File: src/rtl/gen_buffer_pkg.sv
// Shared types for the circular-buffer scan engine: FSM state encoding and
// output FIFO sizing.
package gen_buffer_pkg;

  typedef enum logic [1:0] {
    ST_IDLE  = 2'd0,
    ST_SCAN  = 2'd1,
    ST_DRAIN = 2'd2
  } state_e;

  localparam int OFIFO_DEPTH = 3;
  localparam int OFIFO_OCC_W = $clog2(OFIFO_DEPTH + 1);
  localparam int OFIFO_PTR_W = $clog2(OFIFO_DEPTH);

  function automatic logic [OFIFO_PTR_W-1:0] ofifo_ptr_inc(input logic [OFIFO_PTR_W-1:0] p);
    return (p == OFIFO_PTR_W'(OFIFO_DEPTH - 1)) ? '0 : p + OFIFO_PTR_W'(1);
  endfunction

endpackage

File: src/rtl/gen_buffer_reader_ofifo.sv
// Small synchronous FIFO holding {last, data} between the buffer read port
// and the output stream; flush empties it in one cycle.
module gen_buffer_reader_ofifo
  import gen_buffer_pkg::*;
#(
  parameter int W = 9
) (
  input  logic                   clk,
  input  logic                   sw_rst,
  input  logic                   push,
  input  logic [W-1:0]           push_data,
  input  logic                   pop,
  input  logic                   flush,
  output logic [W-1:0]           head,
  output logic [OFIFO_OCC_W-1:0] occ,
  output logic                   empty
);

  logic [W-1:0]           mem_q [OFIFO_DEPTH];
  logic [W-1:0]           mem_d [OFIFO_DEPTH];
  logic [OFIFO_PTR_W-1:0] wr_ptr_q, wr_ptr_d;
  logic [OFIFO_PTR_W-1:0] rd_ptr_q, rd_ptr_d;
  logic [OFIFO_OCC_W-1:0] occ_q, occ_d;
  logic                   do_push;
  logic                   do_pop;

  always_comb begin
    mem_d    = mem_q;
    wr_ptr_d = wr_ptr_q;
    rd_ptr_d = rd_ptr_q;
    occ_d    = occ_q;
    do_push  = push && (occ_q != OFIFO_OCC_W'(OFIFO_DEPTH));
    do_pop   = pop && (occ_q != '0);
    if (flush) begin
      wr_ptr_d = '0;
      rd_ptr_d = '0;
      occ_d    = '0;
    end else begin
      if (do_push) begin
        mem_d[wr_ptr_q] = push_data;
        wr_ptr_d        = ofifo_ptr_inc(wr_ptr_q);
      end
      if (do_pop) begin
        rd_ptr_d = ofifo_ptr_inc(rd_ptr_q);
      end
      occ_d = occ_q + OFIFO_OCC_W'(do_push) - OFIFO_OCC_W'(do_pop);
    end
  end

  always_ff @(posedge clk) begin
    if (sw_rst) begin
      for (int i = 0; i < OFIFO_DEPTH; i++) mem_q[i] <= '0;
      wr_ptr_q <= '0;
      rd_ptr_q <= '0;
      occ_q    <= '0;
    end else begin
      mem_q    <= mem_d;
      wr_ptr_q <= wr_ptr_d;
      rd_ptr_q <= rd_ptr_d;
      occ_q    <= occ_d;
    end
  end

  assign head  = mem_q[rd_ptr_q];
  assign occ   = occ_q;
  assign empty = (occ_q == '0);

endmodule

File: src/rtl/gen_buffer_reader.sv
// Whole-buffer scan engine: snapshots fullness on start, reads every element
// through the 1-clk buffer port and streams them out with a last marker.
// Build option GEN_BUFFER_READER_REVERSE_EN scans newest element first.
//
// state    | meaning
// ST_IDLE  | waiting for start; zero-fullness start only pulses done
// ST_SCAN  | issuing one read per cycle while FIFO room and no writer add
// ST_DRAIN | all reads issued; waiting for the last element to be accepted
module gen_buffer_reader
  import gen_buffer_pkg::*;
#(
  parameter  int DATA_W      = 8,
  parameter  int DEPTH       = 100,
  localparam int DEPTH_W     = $clog2(DEPTH + 1),
  localparam int DEPTH_IDX_W = $clog2(DEPTH)
) (
  input  logic                   clk,
  input  logic                   sw_rst,
  input  logic                   start,
  input  logic                   abort,
  input  logic [DEPTH_W-1:0]     buf_fullness,
  input  logic                   buf_add_elem_req,
  output logic                   rd_elem_req,
  output logic [DEPTH_IDX_W-1:0] rd_elem_idx,
  input  logic [DATA_W-1:0]      buf_o_data,
  output logic                   o_valid,
  output logic [DATA_W-1:0]      o_data,
  output logic                   o_last,
  input  logic                   o_ready,
  output logic                   busy,
  output logic                   done
);

  state_e                 state_q, state_d;
  logic [DEPTH_W-1:0]     cnt_q, cnt_d;
  logic [DEPTH_W-1:0]     issued_q, issued_d;
  logic [DEPTH_IDX_W-1:0] idx_q, idx_d;
  logic                   inflight_q, inflight_d;
  logic                   infl_last_q, infl_last_d;
  logic                   zdone_q, zdone_d;

  logic                   issue;
  logic                   last_issue;
  logic                   cancel;
  logic                   finish;
  logic [2:0]             fill_lvl;
  logic                   f_pop;
  logic [DATA_W:0]        f_head;
  logic [OFIFO_OCC_W-1:0] f_occ;
  logic                   f_empty;

  always_comb begin
    state_d     = state_q;
    cnt_d       = cnt_q;
    issued_d    = issued_q;
    idx_d       = idx_q;
    infl_last_d = infl_last_q;
    zdone_d     = 1'b0;

    // Occupancy-plus-inflight keeps room for the read already on its way back.
    fill_lvl   = 3'({1'b0, f_occ}) + 3'({2'b00, inflight_q});
    issue      = (state_q == ST_SCAN) && !buf_add_elem_req && (fill_lvl < 3'(OFIFO_DEPTH));
    last_issue = issue && ((issued_q + DEPTH_W'(1)) == cnt_q);
    cancel     = abort && (state_q != ST_IDLE);
    f_pop      = o_ready && !f_empty;
    finish     = (state_q == ST_DRAIN) && f_pop && f_head[DATA_W] && !abort;
    inflight_d = issue && !cancel;

    unique case (state_q)
      ST_IDLE: begin
        if (start) begin
          if (buf_fullness != '0) begin
            state_d  = ST_SCAN;
            cnt_d    = buf_fullness;
            issued_d = '0;
`ifdef GEN_BUFFER_READER_REVERSE_EN
            idx_d    = DEPTH_IDX_W'(buf_fullness - DEPTH_W'(1));
`else
            idx_d    = '0;
`endif
          end else begin
            zdone_d = 1'b1;
          end
        end
      end
      ST_SCAN: begin
        if (abort) begin
          state_d = ST_IDLE;
        end else if (issue) begin
          issued_d    = issued_q + DEPTH_W'(1);
          infl_last_d = last_issue;
          if (last_issue) begin
            state_d = ST_DRAIN;
          end else begin
`ifdef GEN_BUFFER_READER_REVERSE_EN
            idx_d = idx_q - DEPTH_IDX_W'(1);
`else
            idx_d = idx_q + DEPTH_IDX_W'(1);
`endif
          end
        end
      end
      ST_DRAIN: begin
        if (abort || finish) state_d = ST_IDLE;
      end
      default: state_d = ST_IDLE;
    endcase
  end

  always_ff @(posedge clk) begin
    if (sw_rst) begin
      state_q     <= ST_IDLE;
      cnt_q       <= '0;
      issued_q    <= '0;
      idx_q       <= '0;
      inflight_q  <= 1'b0;
      infl_last_q <= 1'b0;
      zdone_q     <= 1'b0;
    end else begin
      state_q     <= state_d;
      cnt_q       <= cnt_d;
      issued_q    <= issued_d;
      idx_q       <= idx_d;
      inflight_q  <= inflight_d;
      infl_last_q <= infl_last_d;
      zdone_q     <= zdone_d;
    end
  end

  // A read issued in the abort cycle returns after the flush and is dropped
  // because inflight_q is cleared alongside it.
  gen_buffer_reader_ofifo #(
    .W (DATA_W + 1)
  ) u_ofifo (
    .clk       (clk),
    .sw_rst    (sw_rst),
    .push      (inflight_q),
    .push_data ({infl_last_q, buf_o_data}),
    .pop       (f_pop),
    .flush     (cancel),
    .head      (f_head),
    .occ       (f_occ),
    .empty     (f_empty)
  );

  assign rd_elem_req = issue;
  assign rd_elem_idx = idx_q;
  assign o_valid     = !f_empty;
  assign o_data      = f_empty ? '0 : f_head[DATA_W-1:0];
  assign o_last      = !f_empty && f_head[DATA_W];
  assign busy        = (state_q != ST_IDLE);
  assign done        = zdone_q || finish;

endmodule

File: config.mk
export PLATFORM = sky130hd
export DESIGN_NAME = gen_buffer_reader
export DESIGN_NICKNAME = d
export VERILOG_FILES = /design/src/rtl/gen_buffer_pkg.sv /design/src/rtl/gen_buffer_reader_ofifo.sv /design/src/rtl/gen_buffer_reader.sv
export SDC_FILE = /design/constraint.sdc
export NUM_CORES = 1
export LEC_CHECK = 0
export CAP_MARGIN = 25
export CORE_MARGIN = 4
export CORE_UTILIZATION = 58
export CTS_CLUSTER_DIAMETER = 80
export DETAILED_ROUTE_END_ITERATION = 7
export PLACE_DENSITY = 0.87
export SYNTH_ARGS = -nofsm -noshare
export SYNTH_HDL_FRONTEND = slang
export SYNTH_SLANG_ARGS = --single-unit
File: constraint.sdc
create_clock -name clk -period 3.6 [get_ports clk]
set_clock_uncertainty 0.05 [all_clocks]
set_input_delay 0.36 -clock clk [delete_from_list [all_inputs] [get_ports clk]]
set_output_delay 0.36 -clock clk [all_outputs]
set_load 0.01 [all_outputs]
# --- Word level (Yosys, flattened, before mapping) ---
# Index checks and enable logic that the tools add are counted.
totals:
  ff_bits: 59
  latch_bits: 0
  ram_bits: 0
  out_inout_bits: 20
  mem_count: 0
  romBits: 0
classes:
  bitwise: 6
  n_div: 0
  order_cmp: 4
  n_eq_ne: 14
  n_mul: 0
  mux: 26
  n_shift: 0
  addsub: 7
  n_reduce_logical: 33
ops:
  columns: ["op", "n"]
  rows:
  - ["2-to-1 mux 7 bit", 7]
  - ["one-hot mux 7 bit (2 select lines)", 2]
  - ["bitwise mux 27 bit", 1]
  - ["2-to-1 mux 9 bit", 3]
  - ["binary-select mux 9 bit (select 2 bit)", 1]
  - ["demux 9 bit (select 2 bit)", 1]
  - ["2-to-1 mux 2 bit", 8]
  - ["adder 7 x 1 -> 7 bit, second input constant", 2]
  - ["logical AND 1 bit", 13]
  - ["!= test 2 bit, second input constant", 6]
  - ["AND reduction 5 bit", 2]
  - ["2-to-1 mux 8 bit", 1]
  - ["== test 7 bit", 1]
  - ["nonzero test 7 bit", 1]
  - ["== test 2 bit, second input constant", 3]
  - ["greater-or-equal comparator 3 bit, second input constant", 2]
  - ["!= test 3 bit, second input constant", 2]
  - ["inverter 2 -> 3 bit", 2]
  - ["one-hot mux 2 bit (3 select lines)", 1]
  - ["AND reduction 3 bit", 2]
  - ["AND reduction 6 bit", 1]
  - ["nonzero test 2 bit", 3]
  - ["adder 2 x 1 -> 2 bit, second input constant", 2]
  - ["logical NOT 1 bit", 4]
  - ["other kinds (14)", 19]

# --- Longest topological paths before layout ---
logic_depth:
  word_depth: 9
  depth_mapped: 10
  mapped_depth_nobuf: 10

# --- Modules after synthesis ---
# A second synthesis with hierarchy kept.
unflattened:
  hier_cells: 336
  hier_area_um2: 3047.9
modules_own_cells:
  columns: ["module", "instances", "cells_per_inst", "area_per_inst_um2"]
  rows:
  - ["gen_buffer_reader_ofifo", 1, 165, 1586.5]
  - ["gen_buffer_reader", 1, 171, 1461.4]

# --- Worst setup path after synthesis ---
# No wires, ideal clock.
synth_timing:
  kind: "register -> register"
  start: "register u_ofifo.occ_q[0], in the netlist u_ofifo.occ[0]"
  end: "register idx_q[4], in the netlist rd_elem_idx[4]"
  n_path_buf: 2
  setup_slack_ns: 1.228
  stages_incl_launch_ff: 11
  t_arrival_ns: 2.252
  setup_time_ns: 0.070
  cell_sequence: "dfxtp_1 ha_1 ha_1 a211o_1 or3_1 buf_4 nand2b_4 o31ai_2 buf_6 or3_1 a21oi_1"
synth_via:
  elab_chain_len: 6
  word_cells_on_any_way: 7
  classes_between: "add/sub: 1; order compare: 1; eq/ne: 2; reduce/logical: 3"
synth_rtl:
  columns: ["item", "line", "rtl"]
  rows:
  - ["start: declaration", "gen_buffer_reader_ofifo.sv:23", "logic [OFIFO_OCC_W-1:0] occ_q, occ_d;"]
  - ["start signal: assignment", "gen_buffer_reader_ofifo.sv:55", "occ_q <= '0;"]
  - ["start signal: assignment", "gen_buffer_reader_ofifo.sv:60", "occ_q <= occ_d;"]
  - ["adder 2 x 1 -> 3 bit *", "gen_buffer_reader.sv:61", "fill_lvl = 3'({1'b0, f_occ}) + 3'({2'b00, inflight_q});"]
  - ["less-than comparator 3 x 2 -> 1 bit *", "gen_buffer_reader.sv:62", "issue = (state_q == ST_SCAN) && !buf_add_elem_req && (fill_lvl < 3'(OFIFO_DEPTH));"]
  - ["logical AND 1 bit *", "gen_buffer_reader.sv:62", null]
  - ["logical AND 1 bit", "gen_buffer_reader.sv:63", "last_issue = issue && ((issued_q + DEPTH_W'(1)) == cnt_q);"]
  - ["!= test 2 bit (no source line)", null, null]
  - ["AND reduction 6 bit (no source line) *", null, null]
  - ["end signal: assignment", "gen_buffer_reader.sv:123", "idx_q <= idx_d;"]
  - ["end: declaration", "gen_buffer_reader.sv:37", "logic [DEPTH_IDX_W-1:0] idx_q, idx_d;"]
# Every way passes the cells marked *; elsewhere a longest branch is shown, timed or not.
# A chain may end at the register's enable or synchronous reset.

# --- Worst setup path after layout ---
layout_timing:
  start: "register u_ofifo.rd_ptr_q[0]"
  end: "output done"
layout_via:
  elab_chain_len: 7
layout_rtl:
  columns: ["item", "line", "rtl"]
  rows:
  - ["start: declaration", "gen_buffer_reader_ofifo.sv:22", "logic [OFIFO_PTR_W-1:0] rd_ptr_q, rd_ptr_d;"]
  - ["start signal: assignment", "gen_buffer_reader_ofifo.sv:59", "rd_ptr_q <= rd_ptr_d;"]
  - ["inverter 2 -> 3 bit (implied by the code)", "gen_buffer_reader_ofifo.sv:64", "assign head = mem_q[rd_ptr_q];"]
  - ["binary-select mux 9 bit (select 2 bit)", "gen_buffer_reader_ofifo.sv:64", null]
  - ["2-to-1 mux 9 bit (implied by the code) (2 in a row)", "gen_buffer_reader_ofifo.sv:64", null]
  - ["logical AND 1 bit (2 in a row)", "gen_buffer_reader.sv:66", "finish = (state_q == ST_DRAIN) && f_pop && f_head[DATA_W] && !abort;"]
  - ["logical OR 1 bit", "gen_buffer_reader.sv:152", "assign done = zdone_q || finish;"]
  - ["end: declaration", "gen_buffer_reader.sv:31", "output logic done"]
# Every way passes these cells. The select of a mux whose other input is x is not followed.

==> results by group <==
Logic synthesis
  • Ys flop type: dfxtp_1
  • Post-synth top cells: 61 x nor2_1, 59 x dfxtp_1, 45 x mux2i_1
  • Largest cells by area after synthesis: dfxtp_1 42%, mux2i_1 16%, nor2_1 8.1%
  • Yosys top cell area share: 0.417
  • Mux contribution to synthesized area: 0.159
  • FF+latch count, synth: 59
  • Post-synth top area cell: dfxtp_1
  • Post-Syn Instances: 317
  • Dominant cell by count in the synthesized netlist: nor2_1
  • Simple-Gate Fraction of Synth Area: 0.209
  • Largest family of logic cells by synthesized area: simple AND/OR/NAND/NOR gates
  • Synthesized-area fraction occupied by adder cells: 0.0265
  • Ys async rst share: 0
  • Compound-Gate Fraction of Synth Area: 0.102
  • Seq/Total Area, Yosys: 0.417
  • Post-synth EDFFs: 0
  • Unique masters post-synth: 44
  • Post-Synth XOR/XNOR Area: 0.0530
  • Synthesis Warnings: 0
  • Synthesized net count: 344
  • Avg Inst Size Synth: 8.94 sq um
  • Syn Std Cell Area: 2840 sq um

Worst setup path
  • Worst Setup End Kind: output pin
  • Max stage delay on crit path: 0.53 ns
  • Buf/Inv on CP: 2
  • Crit Path Class: reg -> out
  • Worst setup startpoint: u_ofifo.rd_ptr_q[0]
  • Worst EP required: 3.19 ns
  • Number of cells on the worst reg-to-reg path: 8
  • R2R Path Start: u_ofifo.occ[0]
  • CP Depth: 7
  • CP top delay family: buffers and inverters
  • CP startpoint kind: flip-flop
  • WP data arrival: 2.41 ns
  • Cells along the critical path: buf_4 > mux2i_1 > o22ai_1 > nand2_1 > nor4b_1 > or2_2 > clkdlybuf4s50_1
  • Critical path peak fanout: 21
  • Slowest cell on the critical path: clkdlybuf4s50_1

Routing
  • Vias/cell: 5.50
  • Initial DRC count: 160
  • Routed len/inst: 14.2 microns
  • DRT Pass-1 Iters: 5
  • DRT Wirelength: 6130 microns
  • DR vias: 2365
  • Antenna-violating nets left: 0
  • DRC: 0

GRT
  • Grt ovf: 0
  • Largest net degree at the start of global routing: 28
  • First-pass GRT wire length: 10400 microns
  • Tot GR Track Use: 0.218
  • Vias in the first global route: 2268
  • Initial antenna violation count: 0

Min path
  • Worst Hold Depth: 2
  • Min-delay src: rd_elem_idx[6]
  • Worst Hold Class: reg -> reg

Clock network
  • # resized after CTS: 0
  • Clock Path Buffers: 2
  • TritonCTS clock tree: yes
  • Hold buffers post-CTS: 0
  • CTS root buf: clkbuf_8
  • Post-CTS Setup Repair Bufs: 0
  • Clk_lat worst skew: 0.34 ns
  • CTS sink count: 59
  • Clock-pin slew on the worst setup and hold paths: 0.07 ns
  • H-tree levels: 3
  • TritonCTS Buffers: 9

Floorplan
  • Die W: 77.9 microns
  • DIE AREA: 6070 sq um
  • Die Y: 77.9 microns
  • Core box area: 4720 sq um
  • Starting Density: 0.600
  • Top-Level Pins: 41
  • Row cnt: 25

Timing
  • Final Hold Fails: 0
  • Slew Viols, Final: 0
  • Tcrit/Tclk final: 0.783
  • RSZ-0062 raised after global routing: false
  • Slew of the pin with the lowest slew margin: 0.791 ns
  • Max_slew headroom: 0.471
  • Setup tns final: 0 ns
  • Min Tclk post-route: 2.82 ns
  • Final setup viols: 0
  • Peak Freq: 355 MHz

Run
  • Max Cap Viol: 0

Final layout
  • Ant diodes: 0
  • Nets: 385
  • Layout cell share with drive strength beyond 1: 0.0799
  • Synthesis-to-layout area growth: 23.9%
  • Final instance area: 3510 sq um
  • Post-layout util: 0.744
  • Fillers: 342

Placement
  • Dpl hpwl: 4130 microns
  • Port bufs: 40
  • Placed inst area: 3280 sq um
  • Routability cong.: 0.854

Outcome
  • Status: finished clean

Power and ir drop
  • PwrDens: 432 nW/um^2
  • VDD IR max: 0.376 mV
  • Leak: 1.48 nW
## cell usage in the layout (no fill, tap or decap), types with 2 or more instances in the layout
cell / netlist / routed
nor2_1: 61 / 61
mux2i_1: 45 / 45
o21ai_1: 5 / 5
nor2b_1: 2 / 2
clkbuf_8: 0 / 11
nand3_1: 6 / 6
inv_1: 9 / 9
nand2b_1: 2 / 2
buf_4: 1 / 4
a21oi_1: 16 / 16
xor2_1: 4 / 4
o21ai_0: 4 / 4
nor3_1: 7 / 7
xnor2_1: 10 / 10
or3_1: 8 / 8
bufinv_16: 0 / 2
o22a_2: 2 / 2
nor4_1: 4 / 4
a21boi_1: 2 / 2
clkdlybuf4s50_1: 0 / 40
nand3b_1: 2 / 2
ha_1: 6 / 6
nand2_1: 21 / 21
dfxtp_1: 59 / 59
o22a_1: 8 / 8
or2_2: 3 / 3
## worst paths after layout
check                        end  slack (ns)
setup / recovery            done        0.78
setup reg to reg  rd_elem_idx[1]        0.92
hold reg to reg   rd_elem_idx[6]        0.45
hold / removal    rd_elem_idx[6]        0.45
## metal layers
| metal | track usage | routed length, microns | vias to the layer above |
|---|---|---|---|
| met5 | 0 | 0 | - |
| met4 | 0.107 | 123 | 0 |
| met3 | 0.0592 | 328 | 12 |
| met2 | 0.323 | 2760 | 70 |
| met1 | 0.293 | 2910 | 1102 |
| li1 | - | - | 1181 |
## flip-flops by register name, indices dropped and copies added, names as in the netlist
register and flops:
u_ofifo.occ 2, inflight_q 1, u_ofifo.mem_q 27, rd_elem_idx 7
infl_last_q 1, state_q 2, u_ofifo.wr_ptr_q 2, zdone_q 1
issued_q 7, cnt_q 7, u_ofifo.rd_ptr_q 2
## kinds of logic (layout without fill, tap and decap cells)
| group | after synthesis | after routing |
|---|---|---|
| buffers and inverters | 23 | 69 |
| xor gates and xnor gates | 15 | 15 |
| AOI/OAI and AO/OA | 43 | 43 |
| adders and majority gates | 6 | 6 |
| muxes | 45 | 45 |
| DFF | 59 | 59 |
| and+or+nand+nor | 126 | 126 |
## through the flow
step | hold slack [ns] | power (mW) | worst slack [ns] | cells
global route | 0.475 | 1.58 | 0.584 | 430
global placement | 0.425 | 0.838 | 1.00 | 414
detailed placement | 0.436 | 0.842 | 0.929 | 414
CTS | 0.447 | 1.52 | 0.787 | 430
floorplan | 0.389 | 0.783 | 1.23 | 317
finish | 0.447 | 1.52 | 0.780 | 430
## cell type report
cell class                 count  area (sq um)  area share
sequential                    59          1180       0.336
inverter                       9          33.8     0.00962
tap                           67          83.8      0.0239
multi-input combinational    235          1560       0.443
clock inverter                 4          72.6      0.0207
timing repair buffer          44           430       0.123
clock buffer                  12           155      0.0442
## where the power goes
group | internal (mW) | leakage, nW | switching, mW | total, mW
Clock | 0.427 | 0.113 | 0.263 | 0.690
Sequential | 0.665 | 0.477 | 0.0119 | 0.677
Combinational | 0.0721 | 0.889 | 0.0802 | 0.152
## tightest hold or removal path: stages, from the launching register on
cell     delay [ns]
dfxtp_1        0.32
o21ai_1        0.07
a21oi_1        0.06
Power figures use the tool's default switching activity.
